==> src/rtl/cpm_acc_ctrl.sv <==
// CPM accumulation sequencer: clears, gates and drains the CPM
// MAC/register datapath per window and hands each result downstream.
module cpm_acc_ctrl #(
  parameter int unsigned CNT_W    = 8,
  parameter int unsigned PIPE_LAT = 1
) (
  input  logic             Clk,
  input  logic             Rst,
  input  logic             CfgVld,
  output logic             CfgRdy,
  input  logic [CNT_W-1:0] CfgLen,
  input  logic [CNT_W-1:0] CfgRep,
  input  logic             Abort,
  input  logic             InVld,
  output logic             InRdy,
  output logic             AccEn,
  output logic             AccClear,
  output logic             OutVld,
  input  logic             OutRdy,
  output logic             OutLast,
  output logic             Busy,
  output logic             Done
);

  typedef enum logic [2:0] {
    S_IDLE,
    S_CLR,
    S_ACC,
    S_DRAIN,
    S_OUT
  } state_e;

  localparam logic [3:0] LAT_INIT = 4'(PIPE_LAT - 1);

  state_e           state_q;
  logic [CNT_W-1:0] len_q;
  logic [CNT_W-1:0] rep_q;
  logic [CNT_W-1:0] op_q;
  logic [CNT_W-1:0] win_q;
  logic [3:0]       lat_q;
  logic             done_q;
  logic             abort_d;
  logic             last_d;

  assign last_d  = (win_q == rep_q);
  assign abort_d = Abort & Busy;

  assign CfgRdy  = (state_q == S_IDLE);
  assign Busy    = (state_q != S_IDLE);
  assign InRdy   = (state_q == S_ACC);
  assign OutVld  = (state_q == S_OUT);
  assign OutLast = OutVld & last_d;
  assign AccEn   = InVld & InRdy & ~Abort;
  assign Done    = done_q;

  // Abort wipes the partial sum at once; reset must not pulse a clear.
  assign AccClear = (state_q == S_CLR) | (abort_d & ~Rst);

  always_ff @(posedge Clk) begin
    if (Rst) begin
      state_q <= S_IDLE;
      len_q   <= '0;
      rep_q   <= '0;
      op_q    <= '0;
      win_q   <= '0;
      lat_q   <= '0;
      done_q  <= 1'b0;
    end else begin
      done_q <= 1'b0;
      if (abort_d) begin
        state_q <= S_IDLE;
      end else begin
        unique case (state_q)
          S_IDLE: begin
            if (CfgVld) begin
              len_q   <= CfgLen;
              rep_q   <= CfgRep;
              win_q   <= '0;
              state_q <= S_CLR;
            end
          end
          S_CLR: begin
            op_q    <= '0;
            state_q <= S_ACC;
          end
          S_ACC: begin
            if (AccEn) begin
              // Terminal compare first so all-ones length never wraps.
              if (op_q == len_q) begin
                lat_q   <= LAT_INIT;
                state_q <= S_DRAIN;
              end else begin
                op_q <= op_q + 1'b1;
              end
            end
          end
          S_DRAIN: begin
            if (lat_q == '0) begin
              state_q <= S_OUT;
            end else begin
              lat_q <= lat_q - 1'b1;
            end
          end
          S_OUT: begin
            if (OutRdy) begin
              if (last_d) begin
                done_q  <= 1'b1;
                state_q <= S_IDLE;
              end else begin
                win_q   <= win_q + 1'b1;
                state_q <= S_CLR;
              end
            end
          end
          default: state_q <= S_IDLE;
        endcase
      end
    end
  end

endmodule
==> config.mk <==
export PLATFORM = sky130hd
export DESIGN_NAME = cpm_acc_ctrl
export DESIGN_NICKNAME = d
export VERILOG_FILES = /design/src/rtl/cpm_acc_ctrl.sv
export SDC_FILE = /design/constraint.sdc
export NUM_CORES = 1
export LEC_CHECK = 0
export BUFFER_PORTS_ARGS = -buffer_cell sky130_fd_sc_hd__buf_2
export CELL_PAD_IN_SITES_DETAIL_PLACEMENT = 1
export CELL_PAD_IN_SITES_GLOBAL_PLACEMENT = 1
export CORE_MARGIN = 2
export CORE_UTILIZATION = 46
export DETAILED_ROUTE_END_ITERATION = 10
export PLACE_DENSITY_LB_ADDON = 0.08
export SLEW_MARGIN = 10
export SYNTH_ARGS = -nofsm -noshare
export SYNTH_HDL_FRONTEND = slang
export SYNTH_SLANG_ARGS = --single-unit
==> constraint.sdc <==
create_clock -name Clk -period 3.4 [get_ports Clk]
set_input_delay 0.68 -clock Clk [delete_from_list [all_inputs] [get_ports Clk]]
set_output_delay 0.68 -clock Clk [all_outputs]
set_load 0.02 [all_outputs]
Word-level counts from Yosys, hierarchy flattened
Cells that the tools add are included.
- multipliers: 0
- equal/unequal tests: 14
- divide/modulo/power cells: 0
- $add $sub $neg: 3
- mux-type cells: 19
- shift-type cells: 0
- reductions and logical operators: 13
- $lt $le $gt $ge: 0
- bitwise logic cells: 11
- operators by type and width (operator ; count):
    $mux 8 ; 5
    $pmux 8 s2 ; 2
    $add 8x1->8 const B ; 2
    $eq 8x8->1 ; 2
    $mux 3 ; 5
    $pmux 3 s5 ; 1
    $reduce_and 5->1 ; 3
    $mux 4 ; 3
    $ne 2x2->1 const B ; 5
    $pmux 4 s2 ; 1
    $eq 3x2->1 const B ; 2
    $ne 2x1->1 const B ; 3
    $reduce_bool 2->1 ; 3
    $and 1x1->1 ; 5
    $not 1->1 ; 5
    $logic_not 4->1 ; 1
    $reduce_and 4->1 ; 1
    $reduce_or 4->1 ; 1
    $sub 4x1->4 const B ; 1
    $eq 3x1->1 const B ; 1
    $eq 3x3->1 const B ; 1
    $logic_not 3->1 ; 1
    $reduce_and 3->1 ; 1
    $reduce_bool 3->1 ; 1
    3 further kinds ; 4
- memory bits (writable): 0
- logic and storage cells: 67
- memories: 0
- memory bits (read-only): 0
- input port bits: 22
- register bits: 40
- output and inout port bits: 8
- bits in latches: 0

Longest topological paths before layout
Gate-level depths: netlist of run 1.
- word-level depth: 5
- gate-level depth with buffers: 8
- gate-level depth less buffers: 7

Worst setup path before layout of run 1
No wires, ideal clock.
- path type: input to output
- start point: input Rst
- end point: output AccClear
- stages on the path: 4
- data arrival time: 1.653 ns
- setup slack: 1.067 ns
- data required time: 2.720 ns
- path through: clkbuf_1 > clkbuf_1 > nand2b_1 > o21ai_0
- cells in the longest elaborated chain, start to end: 3
- ends and longest elaborated chain (element ; RTL line ; RTL):
    from (decl) ; 8 ; input logic Rst,
    $not 1->1 ; 57 ; assign AccClear = (state_q == S_CLR) | (abort_d & ~Rst);
    $and 1x1->1 ; 57 ;
    $or 1x1->1 ; 57 ;
    to (decl) ; 17 ; output logic AccClear,
No other way between the ends.

Worst setup path after layout of run 1
- start point: register win_q[0]
- end point: output OutLast
- cells in the longest elaborated chain, start to end: 2
- ends and longest elaborated chain (element ; RTL line ; RTL):
    from (decl) ; 39 ; logic [CNT_W-1:0] win_q;
    from (signal assigned) ; 110 ; win_q <= win_q + 1'b1;
    $eq 8x8->1 ; 45 ; assign last_d = (win_q == rep_q);
    $and 1x1->1 ; 52 ; assign OutLast = OutVld & last_d;
    to (decl) ; 20 ; output logic OutLast,
No other way between the ends.

==> results of run 1 <==
==> area by class of cell <==
cell class                 count  area share, %
clock buffer                   5           2.84
clock inverter                 3          0.774
inverter                      13           2.01
timing repair buffer          30           6.30
multi-input combinational    196           52.3
tap                           54           2.79
sequential                    40           33.0
==> Yosys cell counts, drive strengths merged, types with 4 or more instances <==
master and count:
nand2 45, dfxtp 40, a21oi 26, nor2 14, inv 13, a31oi 9, clkbuf 9, or3 8
xnor2 8, xor2 8, and3 6, o21ai 6, nand2b 5, nand3 5, nor3 5, nand4 4
nor2b 4, nor4 4
==> power breakdown <==
| group | switching (mW) | internal, mW |
|---|---|---|
| sequential | 0.0297 | 0.491 |
| clock | 0.177 | 0.143 |
| combinational | 0.128 | 0.0748 |
| total | 0.335 | 0.709 |
==> metal layers <==
metal / up-vias / GRT usage [%] / wire (um)
met3: 8 / 4.56 / 181
met5: - / 0 / 0
met1: 934 / 29.5 / 2550
li1: 978 / - / -
met2: 34 / 32.7 / 2350
met4: 0 / 6.79 / 78
==> worst max-delay path by stage <==
stage / to / slack [ns] / start
floorplan: AccClear / 1.07 / Rst
global placement: win_q[5] / 1.02 / Rst
detailed placement: win_q[5] / 0.99 / Rst
CTS: OutLast / 0.72 / win_q[0]
global route: OutLast / 0.53 / win_q[0]
finish: OutLast / 0.76 / win_q[0]
==> worst min-delay path, stage by stage, from the launching register on <==
cell	delay, ns
sky130_fd_sc_hd__dfxtp_1	0.32
sky130_fd_sc_hd__nand2_1	0.06
sky130_fd_sc_hd__a21oi_1	0.05
==> state kept, by name, indices dropped and copies added, names as in the netlist <==
register	flops
state_q	3
lat_q	4
op_q	8
len_q	8
rep_q	8
Done	1
win_q	8
==> stage by stage <==
stage / cells / hold WS [ns]
CTS: 341 / 0.476
finish: 341 / 0.474
detailed placement: 333 / 0.464
global route: 341 / 0.496
global placement: 333 / 0.459
floorplan: 261 / 0.448
==> kinds of logic (layout without fill, tap and decap cells) <==
family          Yosys count  count (layout)
xor+xnor                 16              16
mux                       2               2
simple gates            113             113
fa+ha+maj                 3               3
compound gates           62              62
flops                    40              40
buf+inv                  25              51
==> out/results.ini, run 1 <==
[worst_hold_path]
whs_path_depth = 2
hold_worst_path_end = len_q[1]
worst_hold_path_type = flip-flop to flip-flop
hold_start = len_q[1]

[sta]
worst_slew_pin_slew_ns = 0.725
final-setup-viol-count = 0
tns_ns = 0
worst_slew_margin_rel_pct = 51.6
hold_viol = 0
setup_ws_ns = 0.759
post-route-min-period_ns = 2.64
final_slew_violations = 0
crit_share_post_route_pct = 77.7
unrepaired_setup_endpoints_after_global_routing = false
fmax_ghz = 0.379
worst_case_clock_skew_ns = 0.00267

[yosys]
register_area_share_after_synthesis_pct = 36.8
synth.yosys.warnings = 0
synthFlopType = sky130_fd_sc_hd__dfxtp_1
synthDominantCellAreaShare_pct = 36.8
postSynth.asyncResetShare_pct = 0
netlist_instances = 261
register_bit_count_reported_by_yosys = 40
synth_compound_area_share_pct = 20.3
netlist-cell-type-count = 53
ys_top_cells_by_area = sky130_fd_sc_hd__dfxtp_1 37%, sky130_fd_sc_hd__nand2_1 7.8%, sky130_fd_sc_hd__a21oi_1 5.7%, sky130_fd_sc_hd__a31oi_2 3.4%, sky130_fd_sc_hd__xnor2_1 3.2%
largest_family_of_logic_cells_by_synthesized_area = simple AND/OR/NAND/NOR gates
yosys.area_share.xor_xnor_pct = 6.78
synth_simple_gate_area_share_pct = 28.4
synthMuxAreaShare_pct = 0.976
postSynthNetCount = 286
edff_count_synth = 0
netlist.top_cell.by_area = sky130_fd_sc_hd__dfxtp_1
synthesis.area_per_instance_um2 = 8.35
synth-adder-area-share_pct = 1.72
cell_area_after_synthesis_mm2 = 0.00218

[run]
max_cap_viol_count = 0

[route]
drc = 0
avgRoutedWirePerCell_um = 15.1
dr.pass1.iters = 4
ant_nets = 0
via_per_inst = 5.73
detail_route.wirelength_mm = 5.16
dr_total_vias = 1954
detailedRoute.firstIterationViolations = 93

[clocking]
worst_skew_pair_latency_ns = 0.29
cts_buffers = 5
num_clock_sinks = 40
root_buffer_cell = sky130_fd_sc_hd__clkbuf_8
postCtsHoldBufs = 0
clock_tree_buffer_depth = 2
htree_num_levels = 2
postCtsSetupBuffers = 0
clk_transition_reported_paths_ns = 0.08
tritoncts = built
cts-resized-gates = 0

[worst_setup_path]
path_max_fanout = 10
worst-r2r-setup-slack_ns = 1.24
worstReg2RegEnd = op_q[7]
critical_path_buf_inv_count = 2
worst_ep_arrival_time_ns = 1.96
regToRegStartpoint = state_q[1]
cp_slowest_stage_delay_ns = 0.50
crit_path_cell_trace = xnor2_1 -> nand4_1 -> nor2_1 -> nand2_1 -> inv_1 -> buf_2
reg2reg_depth = 5
worst_setup_path_start_kind = flip-flop
end_kind = primary output
cpMaxStageDelayCell = sky130_fd_sc_hd__nor2_1
timing.critical_path.depth = 6
worst_path_dominant_cell_family = simple AND/OR/NAND/NOR gates
cp.required_ns = 2.72
timing.setup.critical_path_class = flip-flop to primary output

[global_route]
grt_start_max_net_pins = 39
grt_pass1_wl_mm = 8.78
globalRouteTotalUtil_pct = 21.2
number_of_global_route_vias_before_repair = 1834
grt_remaining_overflow = 0
antenna_found_initial = 0

[layout]
top_library_cells_by_usage_in_the_layout_fill_and_taps_aside = 45 x sky130_fd_sc_hd__nand2_1, 40 x sky130_fd_sc_hd__dfxtp_1, 29 x sky130_fd_sc_hd__buf_2
layout.cell_area.non_filler_mm2 = 0.00242
layout-area-overhead-vs-synth_pct = 11.3
register_area_um2 = 801
num-nets-final = 311
antenna-diode-count = 0
post_route_cells_drive_above_1_share_pct = 18.1
layout.cells.most_common = sky130_fd_sc_hd__nand2_1
multi_input_comb_area_mm2 = 0.00127
fin_util_pct = 52.4
layout.filler_cells = 571

[die]
die_area_mm2 = 0.00530
start_util_pct = 47.1
die-width_um = 72.8
placement_rows = 25
chipHeight_um = 72.8
floorplan.core_area_mm2 = 0.00463
top_level_ports = 30

[pwr]
peakVddDrop_mv = 0.169
power_mw = 1.04
leakage_nw = 0.979
power-per-cell-area_mw_per_mm2 = 430

[placed_design]
total_cell_area_at_the_placement_stage_mm2 = 0.00234
post-place-ws_ns = 0.991
weighted_congestion_at_the_end_of_routability_driven_global_placement = 0.812
buffer_ports.inserted = 29
place.detailed.hpwl_mm = 3.78

[status]
outcome = completed

Power figures use the tool's default switching activity.
==> run 2: changes to the inputs <==
--- a/config.mk
+++ b/config.mk
@@ -9,7 +9,7 @@
 export CELL_PAD_IN_SITES_DETAIL_PLACEMENT = 1
 export CELL_PAD_IN_SITES_GLOBAL_PLACEMENT = 1
 export CORE_MARGIN = 2
-export CORE_UTILIZATION = 46
+export CORE_UTILIZATION = 38
 export DETAILED_ROUTE_END_ITERATION = 10
 export PLACE_DENSITY_LB_ADDON = 0.08
 export SLEW_MARGIN = 10
==> constraint.sdc (replaced) <==
create_clock -name Clk -period 2.3 [get_ports Clk]
set_input_delay 0.46 -clock Clk [delete_from_list [all_inputs] [get_ports Clk]]
set_output_delay 0.46 -clock Clk [all_outputs]
set_load 0.02 [all_outputs]
==> out/results.ini, run 2 (same netlist as run 1, synthesis figures left out) <==
[layout]
layout.cells.most_common = sky130_fd_sc_hd__nand2_1  ; unchanged
fin_util_pct = 45.7  ; was 52.4%
num-nets-final = 315  ; was 311
top_library_cells_by_usage_in_the_layout_fill_and_taps_aside = 45 x sky130_fd_sc_hd__nand2_1, 40 x sky130_fd_sc_hd__dfxtp_1, 29 x sky130_fd_sc_hd__buf_2  ; unchanged
post_route_cells_drive_above_1_share_pct = 19.2  ; was 18.1%
final_non_filler_cell_total = 363  ; was 341
layout.filler_cells = 677  ; was 571
layout-area-overhead-vs-synth_pct = 15.5  ; was 11.3%
antenna-diode-count = 0  ; unchanged

[pwr]
power_mw = 1.71  ; was 1.04 mW
power-per-cell-area_mw_per_mm2 = 680  ; was 430 mW/mm2
peakVddDrop_mv = 0.256  ; was 0.169 mV
leakage_nw = 1.02  ; was 0.979 nW

[sta]
final_slew_violations = 0  ; unchanged
hold_viol = 0  ; unchanged
worst_slew_margin_rel_pct = 60.2  ; was 51.6%
final-setup-viol-count = 0  ; unchanged
worst_slew_pin_slew_ns = 0.596  ; was 0.725 ns
unrepaired_setup_endpoints_after_global_routing = false  ; unchanged
worst_case_clock_skew_ns = 0.00582  ; was 0.00267 ns
crit_share_post_route_pct = 90.4
tns_ns = 0  ; unchanged
fmax_ghz = 0.481
timing.hold.ws_ns = 0.406  ; was 0.474 ns
post-route-min-period_ns = 2.08

[worst_setup_path]
timing.setup.critical_path_class = flip-flop to primary output  ; unchanged
critPathLaunch = win_q[2]  ; was win_q[0]
worst_setup_path_start_kind = flip-flop  ; unchanged
end_kind = primary output  ; unchanged
worst_ep_arrival_time_ns = 1.62  ; was 1.96 ns
regToRegStartpoint = op_q[5]  ; was state_q[1]
cp.required_ns = 1.84  ; was 2.72 ns
path_max_fanout = 7  ; was 10
cpMaxStageDelayCell = sky130_fd_sc_hd__dfxtp_1  ; was sky130_fd_sc_hd__nor2_1
crit_path_cell_trace = xnor2_1 -> nand4_1 -> nor2_1 -> nand2_1 -> inv_1 -> buf_2  ; unchanged
cp_slowest_stage_delay_ns = 0.47  ; was 0.50 ns

[route]
detailedRoute.firstIterationViolations = 53  ; was 93
avgRoutedWirePerCell_um = 14.6  ; was 15.1 um
drc = 0  ; unchanged
detail_route.wirelength_mm = 5.29  ; was 5.16 mm
dr_total_vias = 1934  ; was 1954
via_per_inst = 5.33  ; was 5.73
dr.pass1.iters = 4  ; unchanged
ant_nets = 0  ; unchanged

[status]
outcome = completed  ; unchanged

[clocking]
postCtsSetupBuffers = 0  ; unchanged
cts_buffers = 5  ; unchanged
clk_transition_reported_paths_ns = 0.08  ; about the same
worst_skew_pair_latency_ns = 0.29  ; about the same
htree_num_levels = 2  ; unchanged
cts-resized-gates = 0  ; unchanged
root_buffer_cell = sky130_fd_sc_hd__clkbuf_8  ; unchanged
num_clock_sinks = 40  ; unchanged
clock_tree_buffer_depth = 2  ; unchanged
tritoncts = built  ; unchanged
postCtsHoldBufs = 0  ; unchanged

[placed_design]
buffer_ports.inserted = 29  ; unchanged
place_inst = 355  ; was 333
weighted_congestion_at_the_end_of_routability_driven_global_placement = 0.772  ; was 0.812
place.detailed.hpwl_mm = 4.02  ; was 3.78 mm

[global_route]
grt_pass1_wl_mm = 9.24  ; was 8.78 mm
antenna_found_initial = 0  ; unchanged
globalRouteTotalUtil_pct = 18.4  ; was 21.2%
grt_start_max_net_pins = 24  ; was 39
grt_remaining_overflow = 0  ; unchanged
number_of_global_route_vias_before_repair = 1952  ; was 1834

[die]
top_level_ports = 30  ; unchanged
floorplan.core_area_mm2 = 0.00551  ; was 0.00463 mm2
chipHeight_um = 79.7  ; was 72.8 um
start_util_pct = 39.6  ; was 47.1%
die_area_mm2 = 0.00635  ; was 0.00530 mm2
die-width_um = 79.7  ; was 72.8 um
placement_rows = 27  ; was 25

[worst_hold_path]
worst_hold_path_type = primary input to flip-flop  ; was flip-flop to flip-flop
hold_start = CfgRep[3]  ; was len_q[1]

[run]
max_cap_viol_count = 0  ; unchanged

==> run 2: changes by cell type in the layout (fill, tap and decap cells not counted), sizes merged <==
| cell | delta |
|---|---|
| buf | +4 |
| clkinv | -3 |
| bufinv | +1 |
| clkbuf | +2 |
==> run 2: path summary, 6_finish.rpt <==
kind,cells after the start,end,slack [ns]
hold / removal,3,rep_q[3],0.41
setup reg to reg,5,op_q[2],0.33
setup / recovery,6,OutLast,0.22
hold reg to reg,2,len_q[1],0.47
==> run 2: worst max-delay path: cells and delay by family (launching register included) <==
family | cells | cell delay, ns
buffers and inverters | 2 | 0.24
DFF | 1 | 0.47
xor gates and xnor gates | 1 | 0.16
and+or+nand+nor | 3 | 0.46
==> run 2: where the power goes <==
| part | switching [mW] | total [mW] | internal [mW] |
|---|---|---|---|
| Sequential | 0.0385 | 0.764 | 0.726 |
| Clock | 0.245 | 0.628 | 0.383 |
| Combinational | 0.198 | 0.319 | 0.121 |
==> run 2: layer usage <==
| metal | GRT usage [%] | wire, um | up-vias |
|---|---|---|---|
| met4 | 5.17 | 49 | 0 |
| met2 | 29.0 | 2300 | 34 |
| li1 | - | - | 983 |
| met1 | 25.6 | 2740 | 912 |
| met5 | 0 | 0 | - |
| met3 | 3.39 | 199 | 5 |
==> run 2: through the flow <==
stage	setup WS [ns]	instance area [um2]
4_1_cts	0.190	2520
6_report	0.221	2520
3_5_place_dp	0.245	2390
3_3_place_gp	0.263	2390
2_1_floorplan	0.407	2180
5_1_grt	0.0467	2520
==> run 2: layout make-up <==
type,count,area (um2),share of cell area [%]
sequential,40,801,31.8
tap,72,90.1,3.58
multi-input combinational,196,1270,50.4
clock buffer,7,96.3,3.83
timing repair buffer,34,183,7.26
inverter,13,48.8,1.94
clock inverter,1,30.0,1.19
